==> src/rtl/quad_gen.sv <==
// Quadrature encoder generator: turns a step command (edge count, direction,
// edge period) into A/B quadrature outputs and an optional index pulse.
// Build option: define QUAD_GEN_INDEX_EN to track position and drive the index
// output i; without it, i is tied low and no position counter is built.
module quad_gen #(
  parameter int unsigned CNT_W       = 16,
  parameter int unsigned DIV_W       = 16,
  parameter int unsigned INDEX_EDGES = 4096
) (
  input  logic             clk,
  input  logic             rst,
  input  logic             cmd_valid,
  output logic             cmd_ready,
  input  logic [CNT_W-1:0] cmd_steps,
  input  logic             cmd_dir,
  input  logic [DIV_W-1:0] cmd_period,
  input  logic             abort,
  output logic             busy,
  output logic             done,
  output logic [1:0]       q,
  output logic             i
);

  typedef enum logic {IDLE, RUN} state_e;

`ifdef QUAD_GEN_INDEX_EN
  localparam int unsigned     POS_W   = (INDEX_EDGES > 1) ? $clog2(INDEX_EDGES) : 1;
  localparam logic [POS_W-1:0] POS_MAX = POS_W'(INDEX_EDGES - 1);
  logic [POS_W-1:0] pos_q, pos_d;
  logic             i_q, i_d;
`endif

  state_e           state_q, state_d;
  logic [CNT_W-1:0] steps_q, steps_d;
  logic             dir_q, dir_d;
  logic [DIV_W-1:0] reload_q, reload_d;
  logic [DIV_W-1:0] div_q, div_d;
  logic [DIV_W-1:0] per_m1_c;
  logic [1:0]       q_q, q_d;
  logic             cmd_ready_q, cmd_ready_d;
  logic             busy_q, busy_d;
  logic             done_q, done_d;

  // One Gray step: forward 00->01->11->10->00, reverse walks the other way.
  function automatic logic [1:0] gray_step(input logic [1:0] cur, input logic fwd);
    logic [1:0] nxt;
    nxt = cur;
    case (cur)
      2'b00:   nxt = fwd ? 2'b01 : 2'b10;
      2'b01:   nxt = fwd ? 2'b11 : 2'b00;
      2'b11:   nxt = fwd ? 2'b10 : 2'b01;
      default: nxt = fwd ? 2'b00 : 2'b11;
    endcase
    return nxt;
  endfunction

  // Next-state, divider, step counter and output logic.
  always_comb begin
    state_d     = state_q;
    steps_d     = steps_q;
    dir_d       = dir_q;
    reload_d    = reload_q;
    div_d       = div_q;
    q_d         = q_q;
    cmd_ready_d = cmd_ready_q;
    busy_d      = busy_q;
    done_d      = 1'b0;
    per_m1_c    = (cmd_period == '0) ? '0 : cmd_period - DIV_W'(1);
`ifdef QUAD_GEN_INDEX_EN
    pos_d       = pos_q;
`endif
    case (state_q)
      IDLE: begin
        if (cmd_valid && cmd_ready_q) begin
          if (cmd_steps == '0) begin
            done_d = 1'b1;
          end else begin
            state_d     = RUN;
            steps_d     = cmd_steps;
            dir_d       = cmd_dir;
            reload_d    = per_m1_c;
            div_d       = per_m1_c;
            cmd_ready_d = 1'b0;
            busy_d      = 1'b1;
          end
        end
      end
      RUN: begin
        // Abort outranks a divider expiry in the same cycle.
        if (abort || (steps_q == '0)) begin
          state_d     = IDLE;
          cmd_ready_d = 1'b1;
          busy_d      = 1'b0;
          done_d      = 1'b1;
        end else if (div_q == '0) begin
          q_d     = gray_step(q_q, dir_q);
          steps_d = steps_q - CNT_W'(1);
          div_d   = reload_q;
`ifdef QUAD_GEN_INDEX_EN
          if (dir_q) begin
            pos_d = (pos_q == POS_MAX) ? '0 : pos_q + POS_W'(1);
          end else begin
            pos_d = (pos_q == '0) ? POS_MAX : pos_q - POS_W'(1);
          end
`endif
        end else begin
          div_d = div_q - DIV_W'(1);
        end
      end
      default: state_d = IDLE;
    endcase
`ifdef QUAD_GEN_INDEX_EN
    i_d = (pos_d == '0);
`endif
  end

  // State and output registers with synchronous reset.
  always_ff @(posedge clk) begin
    if (rst) begin
      state_q     <= IDLE;
      steps_q     <= '0;
      dir_q       <= 1'b0;
      reload_q    <= '0;
      div_q       <= '0;
      q_q         <= 2'b00;
      cmd_ready_q <= 1'b1;
      busy_q      <= 1'b0;
      done_q      <= 1'b0;
    end else begin
      state_q     <= state_d;
      steps_q     <= steps_d;
      dir_q       <= dir_d;
      reload_q    <= reload_d;
      div_q       <= div_d;
      q_q         <= q_d;
      cmd_ready_q <= cmd_ready_d;
      busy_q      <= busy_d;
      done_q      <= done_d;
    end
  end

`ifdef QUAD_GEN_INDEX_EN
  // Position and index registers; index is high exactly at position 0.
  always_ff @(posedge clk) begin
    if (rst) begin
      pos_q <= '0;
      i_q   <= 1'b1;
    end else begin
      pos_q <= pos_d;
      i_q   <= i_d;
    end
  end

  assign i = i_q;
`else
  assign i = 1'b0;
`endif

  assign cmd_ready = cmd_ready_q;
  assign busy      = busy_q;
  assign done      = done_q;
  assign q         = q_q;

endmodule

==> config.mk <==
export PLATFORM = sky130hd
export DESIGN_NAME = quad_gen
export DESIGN_NICKNAME = d
export VERILOG_FILES = /design/src/rtl/quad_gen.sv
export SDC_FILE = /design/constraint.sdc
export NUM_CORES = 1
export LEC_CHECK = 0
export BUFFER_PORTS_ARGS = -buffer_cell sky130_fd_sc_hd__buf_2
export CORE_MARGIN = 3
export CORE_UTILIZATION = 45
export CTS_BUF_LIST = sky130_fd_sc_hd__clkbuf_4 sky130_fd_sc_hd__clkbuf_8 sky130_fd_sc_hd__clkbuf_16
export DETAILED_ROUTE_END_ITERATION = 10
export GPL_ROUTABILITY_DRIVEN = 0
export PLACE_DENSITY = 0.75
export RECOVER_POWER = 100
export SLEW_MARGIN = 20
export SYNTH_ARGS = -nofsm -noshare
export SYNTH_HDL_FRONTEND = slang
export SYNTH_SLANG_ARGS = --single-unit
==> constraint.sdc <==
create_clock -name clk -period 5.2 [get_ports clk]
set_input_delay 1.56 -clock clk [delete_from_list [all_inputs] [get_ports clk]]
set_output_delay 1.56 -clock clk [all_outputs]
set_load 0.01 [all_outputs]
==> summary.md, run 1 <==
| Metric | Value |
|---|---|
| CP Data Arrival Time | 4240 ps |
| GRT met2 Usage | 0.3020 |
| Post-route ant nets | 0 |
| PnR worst setup slack | 1124 ps |
| Tcrit/Tclk final | 0.7838 |
| Diodes inserted | 0 |
| Number of H-tree levels | 2 |
| GRT busiest layer | met2 |
| Slew Limit Fails | 0 |
| Max Cap Violations | 0 |
| Most common cell after layout, fill and taps aside | nor2_1 |
| Routed WL | 8.612 mm |
| Post-Syn Area | 0.003425 mm^2 |
| Post-Route Utilization | 0.5049 |
| Slowest-stage cell, CP | nor4_1 |
| # nets final | 512 |
| TritonCTS clock tree | done |
| Antenna violations before repair | 0 |
| Clock insertion delay at the later pin of the skew report | approximately 310 ps |
| Post-DP HPWL | slightly below 6 mm |
| Hold depth | 2 |
| CTS Buffer Depth | 2 |
| Die Ht | 93.24 um |
| DP Area | approximately 0.0036 mm^2 |
| Critical Path Start Type | input pin |
| Multi-input gate area | 0.002137 mm^2 |
| Yosys warnings | 0 |
| Register area | 0.001101 mm^2 |
| Area grow syn2layout | 8.075% |
| All-Layer GR Usage | 0.1989 |
| Top Ports | 43 |
| Fmax | 0.2454 GHz |
| Layout cell share with drive strength beyond 1 | 0.1146 |
| Worst min path class | register to register |
| Hold Fails Final Rpt | 0 |
| Initial Util | 0.4671 |
| Total vias in the final route | 3457 |
| Worst Tran Pin Value | 1138 ps |
| Most area-hungry cell type in the Yosys netlist | dfxtp_1 |
| # hold bufs at CTS | 0 |
| Clock tree sinks | 55 |
| IO Port Bufs | 41 |
| Area contributors post-synth | dfxtp_1, nor2_1, a21oi_1, nor3_1, nand2_1 |
| Routing usage on met1 | 0.2908 |
| Post-cts resize count | 0 |
| Ys async rst share | 0 |
| Leakage Power | 1.337 nW |
| Initial drt markers | 325 |
| Syn Area/Cell | 7.593 um^2 |
| Kind of critical path | input pin to register |
| Worst hold margin | roughly 460 ps |
| Number of flops mapped to enable cells by yosys | 0 |
| Filler Cells Inserted | 734 |
| Register area share after synthesis | 0.3215 |
| Gate Count Post-Synth | ~450 |
| Die ar. | slightly below 0.009 mm^2 |
| Max incr delay on CP | 970 ps |
| Vias in the first global route | 2998 |
| Crit Path Max Fanout | 19 |
| Worst r2r path cells | 8 |
| Avg WL per Cell | ~15 um |
| FP Rows | 31 |
| Setup bufs post-CTS | 0 |
| First-pass GRT wire length | around 14 mm |
| Synth Register Bits | 55 |
| CP Data Required Time | 5360 ps |
| Final setup viols | 0 |
| Post-synth top flop | dfxtp_1 |
| Commonest non-fill, non-tap cells in the layout | nor2_1, dfxtp_1, nand2_1 |
| Drt first pass iters | 5 |
| Worst slew margin | 0.2344 |
| RSZ-0062 raised after global routing | false |
| Residual DRC | 0 |
| Final Skew | 11.55 ps |
| Largest net degree at the start of global routing | 61 |
| GR Util met3 | 0.03298 |
| VDD IR max | 139.3 uV |
| Crit-path cells | clkbuf_1 > nor4_1 > nand2_1 > nor3b_2 > nor2_1 > a211oi_1 > nor3_1 |
| Post-synth top area share | 0.3215 |
| Power Dens Cells | 315.3 mW/mm^2 |
| Status | finished clean |
| CORE AREA | 0.007331 mm^2 |
| Die W | 93.24 um |
| Time the worst path needs with I/O delays and setup | 4076 ps |
| Post-route cell area | 0.003701 mm^2 |
| Vias per cell | around 6.1 |
| Clk slew on worst S/H paths | 110 ps |
| Total CTS buffers | 5 |
| Root buf cell | clkbuf_8 |
| Syn Nets | 493 |
| Global route total overflow | 0 |
| Setup TNS | 0 ps |
| Post-Place Setup Slack | 1190 ps |
| Netlist cell types | 56 |
| Critical Path Sink Type | register |
[area by class of cell]
type                    instances  share of cell area
multi-input cells             356              0.5774
flip-flops and latches         55              0.2975
repair buffers                 44             0.05815
well taps                      99             0.03347
clock buffers                   5             0.01859
inverters                       8            0.008114
clock inverters                 3            0.006761
[sequential cells by signal, summed over array words and instances (netlist names)]
register and count:
busy 1, cmd_ready 1, dir_q 1, div_q 16, done 1, q 2
reload_q 16, state_q 1, steps_q 16
[report_power, final]
part | leakage (nW) | switching (W) | total [W] | internal [W]
Clock | 0.0452 | 0.000153 | 0.000252 | 0.0000987
Combinational | 0.839 | 0.000252 | 0.000402 | 0.000149
Sequential | 0.453 | 0.0000456 | 0.000513 | 0.000468
[path summary, 6_finish.rpt]
path | end | slack, ps | startpoint
worst max-delay path | div_q[7]$_SDFFE_PP0P_ | 1120 | cmd_period[4]
worst min-delay path | reload_q[6]$_SDFFE_PP0P_ | 460 | reload_q[6]$_SDFFE_PP0P_
worst max register to register | div_q[13]$_SDFFE_PP0P_ | 1670 | state_q$_SDFF_PP0_
worst min register to register | reload_q[6]$_SDFFE_PP0P_ | 460 | reload_q[6]$_SDFFE_PP0P_
[per-layer routing]
layer  wire [um]  vias up
met3         627       11
met2        3864      149
li1            -     1699
met5           0        -
met4         113        0
met1        4006     1598
[metrics by stage]
step | std cells | power, W
after CTS | 570 | 0.001169
after global routing | 570 | 0.001243
final | 570 | 0.001167
after floorplan | 451 | 0.0008244
after global placement | 562 | 0.0009099
after detailed placement | 562 | 0.0009172
[synth_stat cells (7+ instances only)]
| cell type | n |
|---|---|
| a211oi_1 | 15 |
| mux2i_1 | 10 |
| nor2_1 | 63 |
| or3_1 | 7 |
| a21oi_1 | 36 |
| clkbuf_1 | 24 |
| nor4_1 | 11 |
| nand2_1 | 37 |
| a31oi_1 | 9 |
| nand3_1 | 13 |
| o21ai_0 | 14 |
| o211ai_1 | 8 |
| xor2_1 | 11 |
| nand4_1 | 7 |
| dfxtp_1 | 55 |
| xnor2_1 | 8 |
| inv_1 | 8 |
| nor3_1 | 32 |
[cell families (layout without fill, tap and decap cells)]
logic type	count (synthesis)	in the layout	synth area share
simple gates	201	201	0.2916
compound gates	118	118	0.2305
flops	55	55	0.3215
buf+inv	40	60	0.05261
xor+xnor	19	19	0.04859
mux	12	12	0.03581
fa+ha+maj	5	5	0.01827
other cells	1	1	0.001095
[worst max-delay path, delay by kind of cell]
family	cells	cell delay, ps
buffers and inverters	1	100
AOI/OAI and AO/OA	1	280
and+or+nand+nor	5	2290
Note: power is estimated with default switching activity, not from simulation.
==> run 2: changes to the inputs <==
--- a/config.mk
+++ b/config.mk
@@ -5,6 +5,7 @@
 export SDC_FILE = /design/constraint.sdc
 export NUM_CORES = 1
 export LEC_CHECK = 0
+export ABC_AREA = 1
 export BUFFER_PORTS_ARGS = -buffer_cell sky130_fd_sc_hd__buf_2
 export CORE_MARGIN = 3
 export CORE_UTILIZATION = 45
==> constraint.sdc (replaced) <==
create_clock -name clk -period 4.13 [get_ports clk]
set_input_delay 1.239 -clock clk [delete_from_list [all_inputs] [get_ports clk]]
set_output_delay 1.239 -clock clk [all_outputs]
set_load 0.01 [all_outputs]
==> run 2 against run 1 <==
Against the previous run: combinational power rose by 53%; hold slack gained 14 ps; critical endpoint is now steps_q[2]$_SDFFE_PP0P_; wire length up 19%; first-iteration DRC count shrank 4.0%; non-clock buffer count is 1 lower; total power is 42% higher; utilization fell by 0.19 points; clock power is 49% higher; setup slack worse by 210 ps.
==> summary.md, run 2 <==
| Metric | Value |
|---|---|
| # nets final | 738 (+44%) |
| Residual DRC | 0 (unchanged) |
| VDD IR max | 173.6 uV (+25%) |
| Largest net degree at the start of global routing | 36 (-41%) |
| Hold Fails Final Rpt | 0 (unchanged) |
| Setup bufs post-CTS | 0 (unchanged) |
| CP Data Arrival Time | 3480 ps (-760 ps) |
| Worst Tran Pin Value | 906.2 ps (-231.6 ps) |
| Area contributors post-synth | dfxtp_1, nand2_1, nor2_1, nand3_1, inv_1 |
| RSZ-0062 raised after global routing | false |
| Gate Count Post-Synth | 672 (+49%) |
| All-Layer GR Usage | 0.2049 (+0.006010) |
| Routed WL | 10.23 mm (+19%) |
| CTS Buffer Depth | 2 (unchanged) |
| First-pass GRT wire length | 16.87 mm (+17%) |
| Largest registers | div_q: 16 flops, reload_q: 16 flops, steps_q: 16 flops |
| Post-cts resize count | 0 (unchanged) |
| Syn Area/Cell | 5.820 um^2 (-23%) |
| Max Cap Violations | 0 (unchanged) |
| Reg-to-Reg Start | div_q[0]$_SDFFE_PP0P_ |
| Post-synth top area share | 0.2815 (-0.04001) |
| Top Ports | 43 (unchanged) |
| Netlist cell types | 33 (-41%) |
| Leakage Power | 2.166 nW (+62%) |
| Tot Pwr | 0.001652 W (+42%) |
| IO Port Bufs | 41 (unchanged) |
| Total CTS buffers | 5 (unchanged) |
| Worst min-delay path startpoint | busy$_SDFFE_PP0P_ |
| Critical Path Start Type | input pin |
| FP Rows | 33 (+6.5%) |
| Worst min path class | register to register |
| TritonCTS clock tree | done |
| Total vias in the final route | 4200 (+21%) |
| Number of flops mapped to enable cells by yosys | 0 (unchanged) |
| Layout cell share with drive strength beyond 1 | 0.09039 (-0.02426) |
| Antenna violations before repair | 0 (unchanged) |
| Most common cell in the netlist | nand2_1 |
| Final setup viols | 0 (unchanged) |
| Register area share after synthesis | 0.2815 (-0.04001) |
| Slew Limit Fails | 0 (unchanged) |
| CP most frequent cell | nand2_1 |
| Yosys warnings | 0 (unchanged) |
| Kind of critical path | input pin to register |
| Post-route ant nets | 0 (unchanged) |
| CORE AREA | 0.008341 mm^2 (+14%) |
| Slowest-stage cell, CP | nand2_1 |
| Initial Util | 0.4689 (+0.001802) |
| CP startpoint | cmd_steps[10] |
| Crit-path cells | buf_2 > nor2_1 > nand2_1 > nor2_1 > nand2_1 > nand2_1 > nand2_4 > nand2_1 > o21ai_0 > nor2_1 |
| Crit Path Max Fanout | 33 (+14) |
| Diodes inserted | 0 (unchanged) |
| Post-DP HPWL | 7.330 mm (+23%) |
| Clock insertion delay at the later pin of the skew report | 320 ps (about the same) |
| Root buf cell | clkbuf_8 |
| Final Skew | 10.71 ps (-0.8359 ps) |
| Ys async rst share | 0 (unchanged) |
| Die W | 99.23 um (+6.4%) |
| Status | finished clean |
| Setup TNS | 0 ps (unchanged) |
| Initial drt markers | 312 (-4.0%) |
| Post-synth top cells | nand2_1, nor2_1, inv_1, nand3_1, dfxtp_1 |
| # hold bufs at CTS | 0 (unchanged) |
| Time the worst path needs with I/O delays and setup | 3217 ps |
| Area grow syn2layout | 7.262% |
| Tcrit/Tclk final | 0.7788 |
| Most common cell after layout, fill and taps aside | nand2_1 |
| Global route total overflow | 0 (unchanged) |
| Die Ht | 99.23 um (+6.4%) |
| Post-Syn Area | 0.003911 mm^2 (+14%) |
| Clock tree sinks | 55 (unchanged) |
| Vias in the first global route | 3690 (+23%) |
| Syn Nets | 714 (+45%) |
| Avg WL per Cell | 12.75 um (-16%) |
| Commonest non-fill, non-tap cells in the layout | nand2_1, nor2_1, inv_1 |
| Drt first pass iters | 5 (unchanged) |
| Cell class contributing the biggest share of worst-path delay | simple AND/OR/NAND/NOR gates |
| Clk slew on worst S/H paths | 110 ps (about the same) |
| Synth Register Bits | 55 (unchanged) |
| Number of H-tree levels | 2 (unchanged) |
| Post-synth top flop | dfxtp_1 |
| Fmax | 0.3109 GHz |
| Power Dens Cells | 393.7 mW/mm^2 (+25%) |
| Vias per cell | 5.237 (-14%) |
| WP buf/inv | 1 (unchanged) |
| CP Data Required Time | 4390 ps (-970 ps) |
| Max incr delay on CP | 520 ps (-450 ps) |
| Die ar. | 0.009847 mm^2 (+13%) |
| Critical Path Sink Type | register |
| Most area-hungry cell type in the Yosys netlist | dfxtp_1 |
| Worst slew margin | 0.3952 (+0.1607) |
-- run 2: power breakdown --
part	total [W]	switching, W	internal [W]
Clock	0.000375	0.000192	0.000183
Combinational	0.000617	0.000408	0.000210
Sequential	0.000659	0.0000620	0.000597
Total	0.00165	0.000662	0.000990
-- run 2: worst register-to-register path, cell delays in order (launching register included) --
cell     delay [ps]
dfxtp_1         410
inv_1           110
ha_1            210
nand3_1         110
nor2_1           70
nand2_1         530
nand2_1         550
nand2_1         610
o21ai_0         170
nor2_1          130
-- run 2: final cells by class --
class	instances	area, um^2
fillers	897	4145
multi-input cells	517	2356
flip-flops and latches	55	1101
inverters	74	277.8
repair buffers	43	214.0
well taps	105	131.4
clock buffers	5	68.82
clock inverters	3	46.29
-- run 2: final timing paths --
kind / endpoint / slack, ps / cells past startpoint
max: steps_q[2]$_SDFFE_PP0P_ / 910 / 10
max reg2reg: steps_q[2]$_SDFFE_PP0P_ / 1180 / 9
min: busy$_SDFFE_PP0P_ / 480 / 2
min reg2reg: busy$_SDFFE_PP0P_ / 480 / 2
-- run 2: cells by family after synthesis --
kind of cell | synth area share
compound gates | 0.1260
xor+xnor | 0.02687
fa+ha+maj | 0.01599
buf+inv | 0.1104
flops | 0.2815
other cells | 0.0009588
simple gates | 0.4383
-- run 2: metrics by stage --
| stage | worst slack [ps] | hold slack, ps | cell area [um^2] | cells | utilization |
|---|---|---|---|---|---|
| finish | 913.4 | 477.4 | 4195 | 802 | 0.5030 |
| global placement | 1103 | 465.3 | 4109 | 794 | 0.4926 |
| detailed placement | 1026 | 456.8 | 4109 | 794 | 0.4926 |
| global route | 683.4 | 523.5 | 4195 | 802 | 0.5030 |
| floorplan | 1629 | 445.4 | 3911 | 672 | - |
| CTS | 1348 | 476.8 | 4224 | 802 | 0.5065 |
-- run 2: metal layers --
layer | vias up | global-route usage | share of wire
met5 | - | 0 | 0
met4 | 0 | 0.05567 | 0.016
met3 | 16 | 0.03857 | 0.073
met2 | 151 | 0.3177 | 0.44
met1 | 1862 | 0.2918 | 0.48
li1 | 2171 | - | -
